==> config.mk <==
export PLATFORM = sky130hd
export DESIGN_NAME = pow_n_en_pipelined
export DESIGN_NICKNAME = d
export VERILOG_FILES = /design/src/rtl/pow_n_en_pipelined_pkg.sv /design/src/rtl/pow_n_en_pipelined_stage.sv /design/src/rtl/pow_n_en_pipelined.sv
export SDC_FILE = /design/constraint.sdc
export NUM_CORES = 1
export LEC_CHECK = 0
export CORE_ASPECT_RATIO = 0.6
export CORE_MARGIN = 3
export CORE_UTILIZATION = 60
export CTS_CLUSTER_SIZE = 14
export DETAILED_ROUTE_END_ITERATION = 7
export PLACE_DENSITY = 0.77
export SLEW_MARGIN = 30
export SYNTH_ARGS = -nofsm -noshare
export SYNTH_HDL_FRONTEND = slang
export SYNTH_SLANG_ARGS = --single-unit
==> constraint.sdc <==
create_clock -name clk -period 6.4 [get_ports clk]
set_input_delay 1.28 -clock clk [delete_from_list [all_inputs] [get_ports clk]]
set_output_delay 1.28 -clock clk [all_outputs]
set_load 0.02 [all_outputs]
==> src/rtl/pow_n_en_pipelined_pkg.sv <==
// Shared constants and elaboration-time helpers for the pipelined n**POW block.
package pow_n_en_pipelined_pkg;

    localparam int MIN_W   = 1;
    localparam int MIN_POW = 1;

    function automatic bit params_ok(input int w, input int pow);
        return (w >= MIN_W) && (pow >= MIN_POW);
    endfunction

    // Full-precision width of a W x W product.
    function automatic int prod_width(input int w);
        return 2 * w;
    endfunction

endpackage

==> src/rtl/pow_n_en_pipelined_stage.sv <==
// One multiply stage: acc*n truncated to W bits, sticky overflow when the high half is non-zero.
module pow_n_stage
    import pow_n_en_pipelined_pkg::*;
#(
    parameter int W = 8
) (
    input  logic         clk,
    input  logic         rst_n,
    input  logic         clk_en,
    input  logic         i_vld,
    input  logic [W-1:0] i_n,
    input  logic [W-1:0] i_acc,
    input  logic         i_ovf,
    output logic         o_vld,
    output logic [W-1:0] o_n,
    output logic [W-1:0] o_acc,
    output logic         o_ovf
);

    localparam int PW = prod_width(W);

    logic [PW-1:0] w_prod;
    logic [W-1:0]  w_hi;
    logic [W-1:0]  w_lo;
    logic          r_vld;
    logic [W-1:0]  r_n;
    logic [W-1:0]  r_acc;
    logic          r_ovf;

    assign w_prod = PW'(i_acc) * PW'(i_n);
    assign w_hi   = w_prod[PW-1:W];
    assign w_lo   = w_prod[W-1:0];

    // Valid bit: the only state that is reset.
    always_ff @(posedge clk or negedge rst_n) begin
        if (!rst_n) begin
            r_vld <= 1'b0;
        end else if (clk_en) begin
            r_vld <= i_vld;
        end
    end

    // Data path loads on every enabled edge regardless of valid.
    always_ff @(posedge clk) begin
        if (clk_en) begin
            r_n   <= i_n;
            r_acc <= w_lo;
            r_ovf <= i_ovf | (w_hi != {W{1'b0}});
        end
    end

    assign o_vld = r_vld;
    assign o_n   = r_n;
    assign o_acc = r_acc;
    assign o_ovf = r_ovf;

endmodule

==> src/rtl/pow_n_en_pipelined.sv <==
// Fully pipelined n**POW mod 2**W with global clock enable, overflow flag and busy indication.
module pow_n_en_pipelined
    import pow_n_en_pipelined_pkg::*;
#(
    parameter int W   = 8,
    parameter int POW = 5
) (
    input  logic         clk,
    input  logic         rst_n,
    input  logic         clk_en,
    input  logic         n_vld,
    input  logic [W-1:0] n,
    output logic         res_vld,
    output logic [W-1:0] res,
    output logic         res_ovf,
    output logic         busy
);

    generate
        if (!params_ok(W, POW)) begin : g_param_err
            $error("pow_n_en_pipelined: W and POW must both be >= 1");
        end
    endgenerate

    logic [POW-1:0]        w_vld;
    logic [POW-1:0][W-1:0] w_n;
    logic [POW-1:0][W-1:0] w_acc;
    logic [POW-1:0]        w_ovf;
    logic                  r_vld0;
    logic [W-1:0]          r_n0;
    logic                  r_ovf0;
    logic                  w_unused;

    // Stage 0 valid: captures the operand strobe.
    always_ff @(posedge clk or negedge rst_n) begin
        if (!rst_n) begin
            r_vld0 <= 1'b0;
        end else if (clk_en) begin
            r_vld0 <= n_vld;
        end
    end

    // Stage 0 data: acc starts as n itself, so stage k holds n**(k+1).
    always_ff @(posedge clk) begin
        if (clk_en) begin
            r_n0   <= n;
            r_ovf0 <= 1'b0;
        end
    end

    assign w_vld[0] = r_vld0;
    assign w_n[0]   = r_n0;
    assign w_acc[0] = r_n0;
    assign w_ovf[0] = r_ovf0;

    generate
        for (genvar k = 1; k < POW; k++) begin : g_stage
            pow_n_stage #(.W(W)) u_stage (
                .clk    (clk),
                .rst_n  (rst_n),
                .clk_en (clk_en),
                .i_vld  (w_vld[k-1]),
                .i_n    (w_n[k-1]),
                .i_acc  (w_acc[k-1]),
                .i_ovf  (w_ovf[k-1]),
                .o_vld  (w_vld[k]),
                .o_n    (w_n[k]),
                .o_acc  (w_acc[k]),
                .o_ovf  (w_ovf[k])
            );
        end
    endgenerate

    // The last stage's operand copy has no consumer.
    assign w_unused = ^w_n[POW-1];

    assign res_vld = w_vld[POW-1];
    assign res     = w_acc[POW-1];
    assign res_ovf = w_ovf[POW-1];
    assign busy    = |w_vld;

endmodule

### After elaboration in Yosys (flattened, before gate mapping)

Index checks and enable logic that the tools add are counted.
W data, S select, Z words.

| storage, ports and cells | value |
|---|---|
| logic and storage cells | 29 |
| memory bits (writable) | 0 |
| ROM bits | 0 |
| output and inout bits | 11 |
| latch bits | 0 |
| input port bits | 12 |
| register bits after elaboration | 73 |
| memories kept | 0 |

| cells by class | value |
|---|---|
| $lt $le $gt $ge | 0 |
| $add $sub $neg | 0 |
| equal/unequal tests | 0 |
| div/mod/pow operators | 0 |
| shift operators | 0 |
| multiply operators | 4 |
| mux-type cells | 0 |
| reduce and logical (&&, ||, !) cells | 5 |
| bitwise gates (word level) | 3 |

Operators by type and width:

| kind | count |
|---|---|
| $mul A8 B8 Y16 | 4 |
| $reduce_bool A8 Y1 | 4 |
| $reduce_or A5 Y1 | 1 |
| $or A1 B1 Y1 | 3 |

### Depth between registers and ports, before layout

Gate-level depths: netlist of the first run.

| depth | value |
|---|---|
| depth after elaboration | 3 |
| depth in mapped cells | 16 |

### Cells and area by module

From an unflattened synthesis of the first run, not the netlist that was laid out.

| unflattened totals | value |
|---|---|
| cell total of the unflattened synthesis | 1104 |
| area total of the unflattened synthesis | 10921.7 µm² |

Modules (own cells, without submodules):

| module | cells each | area an instance (µm²) | times used |
|---|---|---|---|
| pow_n_stage (g_stage[4].u_stage) | 274 | 2696.3 | 1 |
| pow_n_stage (g_stage[1].u_stage) | 274 | 2657.5 | 1 |
| pow_n_stage (g_stage[2].u_stage) | 273 | 2650.0 | 1 |
| pow_n_stage (g_stage[3].u_stage) | 269 | 2621.3 | 1 |
| pow_n_en_pipelined | 14 | 296.5 | 1 |

### Least setup slack after synthesis of the first run

OpenSTA, ideal clock, no wires.

| timing path | value |
|---|---|
| path type | flip-flop to flip-flop |
| from | register g_stage[2].u_stage.r_n[2] |
| to | register g_stage[3].u_stage.r_ovf, data pin |
| cell stages (with the launch flop) | 15 |
| required time | 6128 ps |
| data arrival time | 4199 ps |
| setup slack | 1929 ps |
| path through | edfxtp_1 > and2_1 > fa_1 > inv_1 > fa_1 > fa_1 > fa_1 > inv_1 > ha_1 > o211ai_1 > a21oi_2 > a2111oi_0 > o21ai_0 > mux2i_1 > or4_1 |

| between the ends | value |
|---|---|
| word-level cells in the longest chain between the ends | 3 |

RTL lines:

| element | line | RTL |
|---|---|---|
| start, declared | pow_n_en_pipelined_stage.sv:26 | `logic [W-1:0] r_n;` |
| start signal, assigned | pow_n_en_pipelined_stage.sv:46 | `r_n <= i_n;` |
| $mul A8 B8 Y16 | pow_n_en_pipelined_stage.sv:30 | `assign w_prod = PW'(i_acc) * PW'(i_n);` |
| $reduce_bool A8 Y1 | pow_n_en_pipelined_stage.sv:48 | `r_ovf <= i_ovf \| (w_hi != {W{1'b0}});` |
| $or A1 B1 Y1 | pow_n_en_pipelined_stage.sv:48 |  |
| end signal, assigned | pow_n_en_pipelined_stage.sv:48 |  |
| end, declared | pow_n_en_pipelined_stage.sv:28 | `logic r_ovf;` |

No other way between the ends.
A chain may end at the register's enable or synchronous reset.

### Worst setup path after layout of the first run

| timing path | value |
|---|---|
| from | register r_n0[2] |
| to | register g_stage[1].u_stage.r_ovf, data pin |

| between the ends | value |
|---|---|
| word-level cells in the longest chain between the ends | 2 |

RTL lines:

| element | line | RTL |
|---|---|---|
| start, declared | pow_n_en_pipelined.sv:30 | `logic [W-1:0] r_n0;` |
| start signal, assigned | pow_n_en_pipelined.sv:46 | `r_n0 <= n;` |
| $mul A8 B8 Y16 | pow_n_en_pipelined_stage.sv:30 |  |
| $reduce_bool A8 Y1 | pow_n_en_pipelined_stage.sv:48 |  |
| end signal, assigned | pow_n_en_pipelined_stage.sv:48 |  |
| end, declared | pow_n_en_pipelined_stage.sv:28 |  |

No other way between the ends.

==> flow_metrics.env, run 1 <==
export IMPL_status="finished, final reports clean"
export IMPL_min_path_type="reg2reg"
export IMPL_cts_clk_slew_worst_paths_ns=0.07
export IMPL_path_max_fanout=8
export IMPL_rsz0062_at_grt="no"
export IMPL_finalHoldViolCount=0
export IMPL_finalSetupViolCount=0
export IMPL_crit_type="reg2reg"
export IMPL_drive_gt1_frac=0.0343
export IMPL_synthDominantCellAreaShare=0.262
export IMPL_via_per_inst=5.47
export IMPL_fin_crit_sh=0.776
export IMPL_multi_input_area_sq_um=7090
export IMPL_initial_core_util=0.629
export IMPL_crit_required_ns=6.47
export IMPL_synth_edf_count=64
export IMPL_crit_path_top_delay_cell="fa_1"
export IMPL_ys_seq_area_frac=0.206
export IMPL_arrival_ns=5.03
export IMPL_yosys_area_top_type="fa_1"
export IMPL_clock_sinks=69
export IMPL_hold_depth=1
export IMPL_worstMarginPinSlew_ns=0.498
export IMPL_cts_buffers_inserted=9
export IMPL_route_detailed_drc=0
export IMPL_synthAdderAreaFrac=0.437
export IMPL_cpPeakStageDelay_ns=0.55
export IMPL_period_needed_ns=4.97
export IMPL_synth_top_family_by_area="adder cells"
export IMPL_port_buffers=22
export IMPL_antenna_found_initial=1
export IMPL_regToRegSetupSlack_ns=1.43
export IMPL_wire_per_inst_microns=15.9
export IMPL_rr_endpoint="g_stage[1].u_stage.o_ovf$_DFFE_PP_"
export IMPL_r2r_start="r_n0[2]$_DFFE_PP_"
export IMPL_htree_levels=3
export IMPL_dp_hpwl_microns=16200
export IMPL_ff_latch_area_sq_um=2050
export IMPL_ios=23
export IMPL_critPathLaunch="r_n0[2]$_DFFE_PP_"
export IMPL_synthSimpleGateAreaFrac=0.151
export IMPL_rr_worst_depth=15
export IMPL_ys_warn_count=0
export IMPL_post_place_ws_ns=1.55
export IMPL_cap_violations=0
export IMPL_slew_headroom=0.666
export IMPL_grt_pass1_vias=7113
export IMPL_synth_avg_cell_area_sq_um=9.80
export IMPL_ys_ff_latch=69
export IMPL_drtIter0Drc=436
export IMPL_setup_ws_ns=1.43
export IMPL_cp_endpoint="g_stage[1].u_stage.o_ovf$_DFFE_PP_"
export IMPL_clock_skew_ns=0.00507
export IMPL_path_delay_family="adder cells"
export IMPL_dr_total_vias=6860
export IMPL_synth_async_reset_ratio=0.0725
export IMPL_final_antenna_net_count=0
export IMPL_die_y_microns=106
export IMPL_cp_start_kind="register"
export IMPL_areaGrowthSynthToFinish_pct=7.94
export IMPL_netlist_top_cells_area="fa_1, edfxtp_1, ha_1"
export IMPL_yosysMostFrequentCell="inv_1"
export IMPL_holdWs_ns=0.544
export IMPL_cts_resized=0
export IMPL_place_gp_congestion=0.908
export IMPL_worst_path_buf_inv=3
export IMPL_fin_nets=1326
export IMPL_core_sq_um=15800
export IMPL_synth_compound_area_share=0.0798
export IMPL_muxShareOfSynthArea=0.0140
export IMPL_gr_total_overflow=0
export IMPL_ys_top_cells_by_count="inv_1, ha_1, fa_1, and2_1, nand2_1"
export IMPL_die_area_sq_um=18200
export IMPL_cts_buffer_depth=2
export IMPL_end_kind="register"
export IMPL_finalSetupTns_ns=0
export IMPL_wirelength_microns=19900
export IMPL_drt_first_pass_iters=5
export IMPL_synth_distinct_cells=49
export IMPL_final_core_util=0.679
export IMPL_row_count=35
export IMPL_max_freq_ghz=0.201
export IMPL_maxSlewViolCount=0
export IMPL_cp_num_cells=15
export IMPL_syn_area_sq_um=9910
export IMPL_grt_start_max_net_pins=70
export IMPL_synth_flop_cell="edfxtp_1"
export IMPL_synth_xor_area_share=0.0318
export IMPL_postCtsHoldBufs=0
export IMPL_fillers=1232
export IMPL_antenna_cells=0
export IMPL_root_buffer="clkbuf_16"
export IMPL_gr_usage_all_layers=0.240
export IMPL_clock_insertion_delay_worst_skew_ns=0.34
export IMPL_holdCritStartpoint="r_vld0$_DFFE_PN0P_"
export IMPL_path_cells="inv_1 -> nor2_1 -> ha_1 -> or2_2 -> fa_1 -> inv_1 -> fa_1 -> fa_1 -> inv_1 -> ha_1 -> a21o_1 -> a221oi_2 -> a22oi_1 -> nor4_1 -> nand4_1"
export IMPL_tritoncts="done"
export IMPL_postCtsSetupBuffers=0
export IMPL_postSynthCellCount=1012
export IMPL_grt_pass1_wl_microns=34900
export IMPL_die_w_microns=172
[per-layer routing]
metal  up-vias  track usage  routed length [microns]
met5         -            0                        0
met3        13       0.0454                     1280
met2       222        0.341                     8050
met1      3317        0.389                    10500
met4         0       0.0387                      122
li1       3308            -                        -
[worst min-delay path by stage]
stage / endpoint / slack [ns]
2_1_floorplan: g_stage[2].u_stage.o_acc[0]$_DFFE_PP_ / 0.47
3_3_place_gp: g_stage[4].u_stage.o_vld$_DFFE_PN0P_ / 0.51
3_5_place_dp: g_stage[4].u_stage.o_vld$_DFFE_PN0P_ / 0.52
4_1_cts: g_stage[4].u_stage.o_vld$_DFFE_PN0P_ / 0.54
5_1_grt: g_stage[2].u_stage.o_vld$_DFFE_PN0P_ / 0.57
6_report: r_vld0$_DFFE_PN0P_ / 0.54
[placed cells by master, fill, tap and decap left out, drive strengths merged, types with 3 or more instances in the layout]
cell	n
inv	212
ha	138
fa	130
and2	120
nand2	108
edfxtp	64
a21oi	42
nor2	30
xnor2	30
o21ai	22
clkdlybuf4s50	21
nand2b	12
a21o	10
clkbuf	9
mux2	7
a211oi	7
o211ai	7
mux2i	6
xor2	6
o21bai	5
conb	5
dfrtp	5
nor3	5
o21a	4
nand4	4
nor2b	4
a2111oi	4
and3	3
a21boi	3
or2	3
o31ai	3
[metrics by stage]
stage          cell area (sq um)  std cells
2_1_floorplan               9930       1015
3_3_place_gp               10400       1237
3_5_place_dp               10400       1237
4_1_cts                    10700       1253
5_1_grt                    10700       1254
6_report                   10700       1254
[state kept, by name, summed over array words and instances, names as in the netlist]
register	count
g_stage.u_stage.o_acc	31
g_stage.u_stage.o_ovf	4
r_vld0	1
g_stage.u_stage.o_n	21
g_stage.u_stage.o_vld	4
r_n0	8
[final cells by class]
class,count,area share
sequential,69,0.191
multi-input combinational,735,0.662
tap,203,0.0237
timing repair buffer,23,0.0229
clock buffer,9,0.0210
clock inverter,7,0.00585
inverter,208,0.0730
[kinds of logic (layout without fill, tap and decap cells)]
| family | count (synthesis) | after routing |
|---|---|---|
| xor+xnor | 36 | 36 |
| simple gates | 294 | 294 |
| flops | 69 | 69 |
| compound gates | 119 | 119 |
| other cells | 2 | 5 |
| fa+ha+maj | 268 | 268 |
| buf+inv | 211 | 247 |
| mux | 13 | 13 |
Power of run 1 is not shown: default switching activity piles up to over one toggle a cycle in this logic, so the estimate is an artifact.
==> inputs of run 2 (changes only) <==
==> constraint.sdc (replaced) <==
create_clock -name clk -period 5.1 [get_ports clk]
set_input_delay 1.02 -clock clk [delete_from_list [all_inputs] [get_ports clk]]
set_output_delay 1.02 -clock clk [all_outputs]
set_load 0.02 [all_outputs]
==> run 2 against run 1 <==
Against the previous run:
- clock-buffer cell count is the same
- sequential cell count is the same
- clock skew rose by 0.0032 ns
- critical path type unchanged
- die area unchanged
- setup slack lost 1.3 ns
- critical path depth decreased by 1
- final cell count increased by 0.72%
- largest cell class unchanged
- design area increased by 0.63%
- global-route usage up 1.1 points
==> flow_metrics.env, run 2 (synthesized netlist as in run 1, its figures left out) <==
export IMPL_drt_first_pass_iters=5
export IMPL_wire_per_inst_microns=16.2
export IMPL_drtIter0Drc=562
export IMPL_cap_violations=0
export IMPL_path_max_fanout=9
export IMPL_rsz0062_at_grt="no"
export IMPL_cts_buffer_depth=2
export IMPL_fin_crit_sh=0.964
export IMPL_fillers=1204
export IMPL_port_buffers=22
export IMPL_initial_core_util=0.629
export IMPL_fin_nets=1335
export IMPL_mostFrequentLayoutCells="inv_1, ha_1, fa_1"
export IMPL_cp_start_kind="register"
export IMPL_gr_total_overflow=0
export IMPL_die_area_sq_um=18200
export IMPL_cts_clk_slew_worst_paths_ns=0.07
export IMPL_ios=23
export IMPL_place_gp_congestion=0.920
export IMPL_grt_pass1_vias=7149
export IMPL_die_y_microns=106
export IMPL_arrival_ns=5.00
export IMPL_dr_total_vias=6927
export IMPL_holdWs_ns=0.539
export IMPL_clock_skew_ns=0.00823
export IMPL_dp_cells=1245
export IMPL_stdcell_area_sq_um=10800
export IMPL_worstMarginPinSlew_ns=0.707
export IMPL_die_w_microns=172
export IMPL_root_buffer="clkbuf_16"
export IMPL_final_cells=1263
export IMPL_grt_pass1_wl_microns=36100
export IMPL_status="finished, final reports clean"
export IMPL_clock_insertion_delay_worst_skew_ns=0.34
export IMPL_max_freq_ghz=0.203
export IMPL_crit_required_ns=5.19
export IMPL_finalSetupViolCount=0
export IMPL_route_detailed_drc=0
export IMPL_core_sq_um=15800
export IMPL_areaGrowthSynthToFinish_pct=8.62
export IMPL_tritoncts="done"
export IMPL_gr_usage_all_layers=0.251
export IMPL_antenna_cells=0
export IMPL_layout_commonest_cell="inv_1"
export IMPL_grt_start_max_net_pins=49
export IMPL_cts_buffers_inserted=9
export IMPL_crit_type="reg2reg"
export IMPL_finalHoldViolCount=0
export IMPL_period_needed_ns=4.92
export IMPL_wirelength_microns=20500
export IMPL_via_per_inst=5.48
export IMPL_postCtsHoldBufs=0
export IMPL_htree_levels=3
export IMPL_final_antenna_net_count=0
export IMPL_clock_sinks=69
export IMPL_end_kind="register"
export IMPL_antenna_found_initial=1
export IMPL_finalSetupTns_ns=0
export IMPL_dp_hpwl_microns=16800
export IMPL_largest_reg_flops=31
export IMPL_row_count=35
export IMPL_drive_gt1_frac=0.0434
export IMPL_dpl_instance_area_sq_um=10400
export IMPL_min_path_type="reg2reg"
export IMPL_slew_headroom=0.529
export IMPL_maxSlewViolCount=0
## run 2: metrics by stage
step                 util  setup WS (ns)
finish              0.683          0.182
global route        0.683         0.0306
CTS                 0.681          0.216
detailed placement  0.663          0.240
global placement    0.663          0.400
floorplan               -          0.629
## run 2: area by class of cell
cell class / instances / area [sq um] / share of cell area
clock buffers: 9 / 225 / 0.0209
clock inverters: 7 / 65.1 / 0.00604
inverters: 208 / 781 / 0.0725
multi-input cells: 735 / 7100 / 0.660
flip-flops and latches: 69 / 2050 / 0.190
well taps: 203 / 254 / 0.0236
repair buffers: 32 / 293 / 0.0272
## run 2: critical path: stages (launching register included)
cell       delay (ns)
edfxtp_1         0.54
and2_1           0.23
fa_1             0.51
inv_1            0.06
fa_1             0.55
fa_1             0.44
fa_1             0.49
inv_1            0.04
ha_1             0.33
o211ai_1         0.14
a21oi_2          0.06
a2111oi_0        0.48
o21ai_0          0.18
mux2i_1          0.14
or4_1            0.46
## run 2: path summary, 6_finish.rpt
| path | slack [ns] | startpoint | cells past startpoint | end |
|---|---|---|---|---|
| max in group asynchronous | 4.02 | rst_n | 1 | r_vld0$_DFFE_PN0P_ |
| worst min-delay path | 0.54 | g_stage[3].u_stage.o_vld$_DFFE_PN0P_ | 1 | g_stage[4].u_stage.o_vld$_DFFE_PN0P_ |
| worst max-delay path | 0.18 | g_stage[2].u_stage.o_n[3]$_DFFE_PP_ | 14 | g_stage[3].u_stage.o_ovf$_DFFE_PP_ |
| worst min register to register | 0.54 | g_stage[3].u_stage.o_vld$_DFFE_PN0P_ | 1 | g_stage[4].u_stage.o_vld$_DFFE_PN0P_ |
| worst max register to register | 0.18 | g_stage[2].u_stage.o_n[3]$_DFFE_PP_ | 14 | g_stage[3].u_stage.o_ovf$_DFFE_PP_ |
| min in group asynchronous | 0.89 | rst_n | 1 | g_stage[2].u_stage.o_vld$_DFFE_PN0P_ |
## run 2: what timing repair did
action | in CTS | in global routing
setup buffers | 0 | 2
resized for setup | 0 | 2
endpoints found under the hold margin | 0 | 0
endpoints found under the setup margin | 0 | 2
## run 2: metal layers
| metal | track usage | up-vias | routed length (microns) |
|---|---|---|---|
| met2 | 0.350 | 245 | 8220 |
| met4 | 0.0347 | 0 | 124 |
| met3 | 0.0678 | 14 | 1950 |
| met1 | 0.399 | 3340 | 10200 |
| met5 | 0 | - | 0 |
| li1 | - | 3328 | - |
Power of run 2 is left out for the same reason.
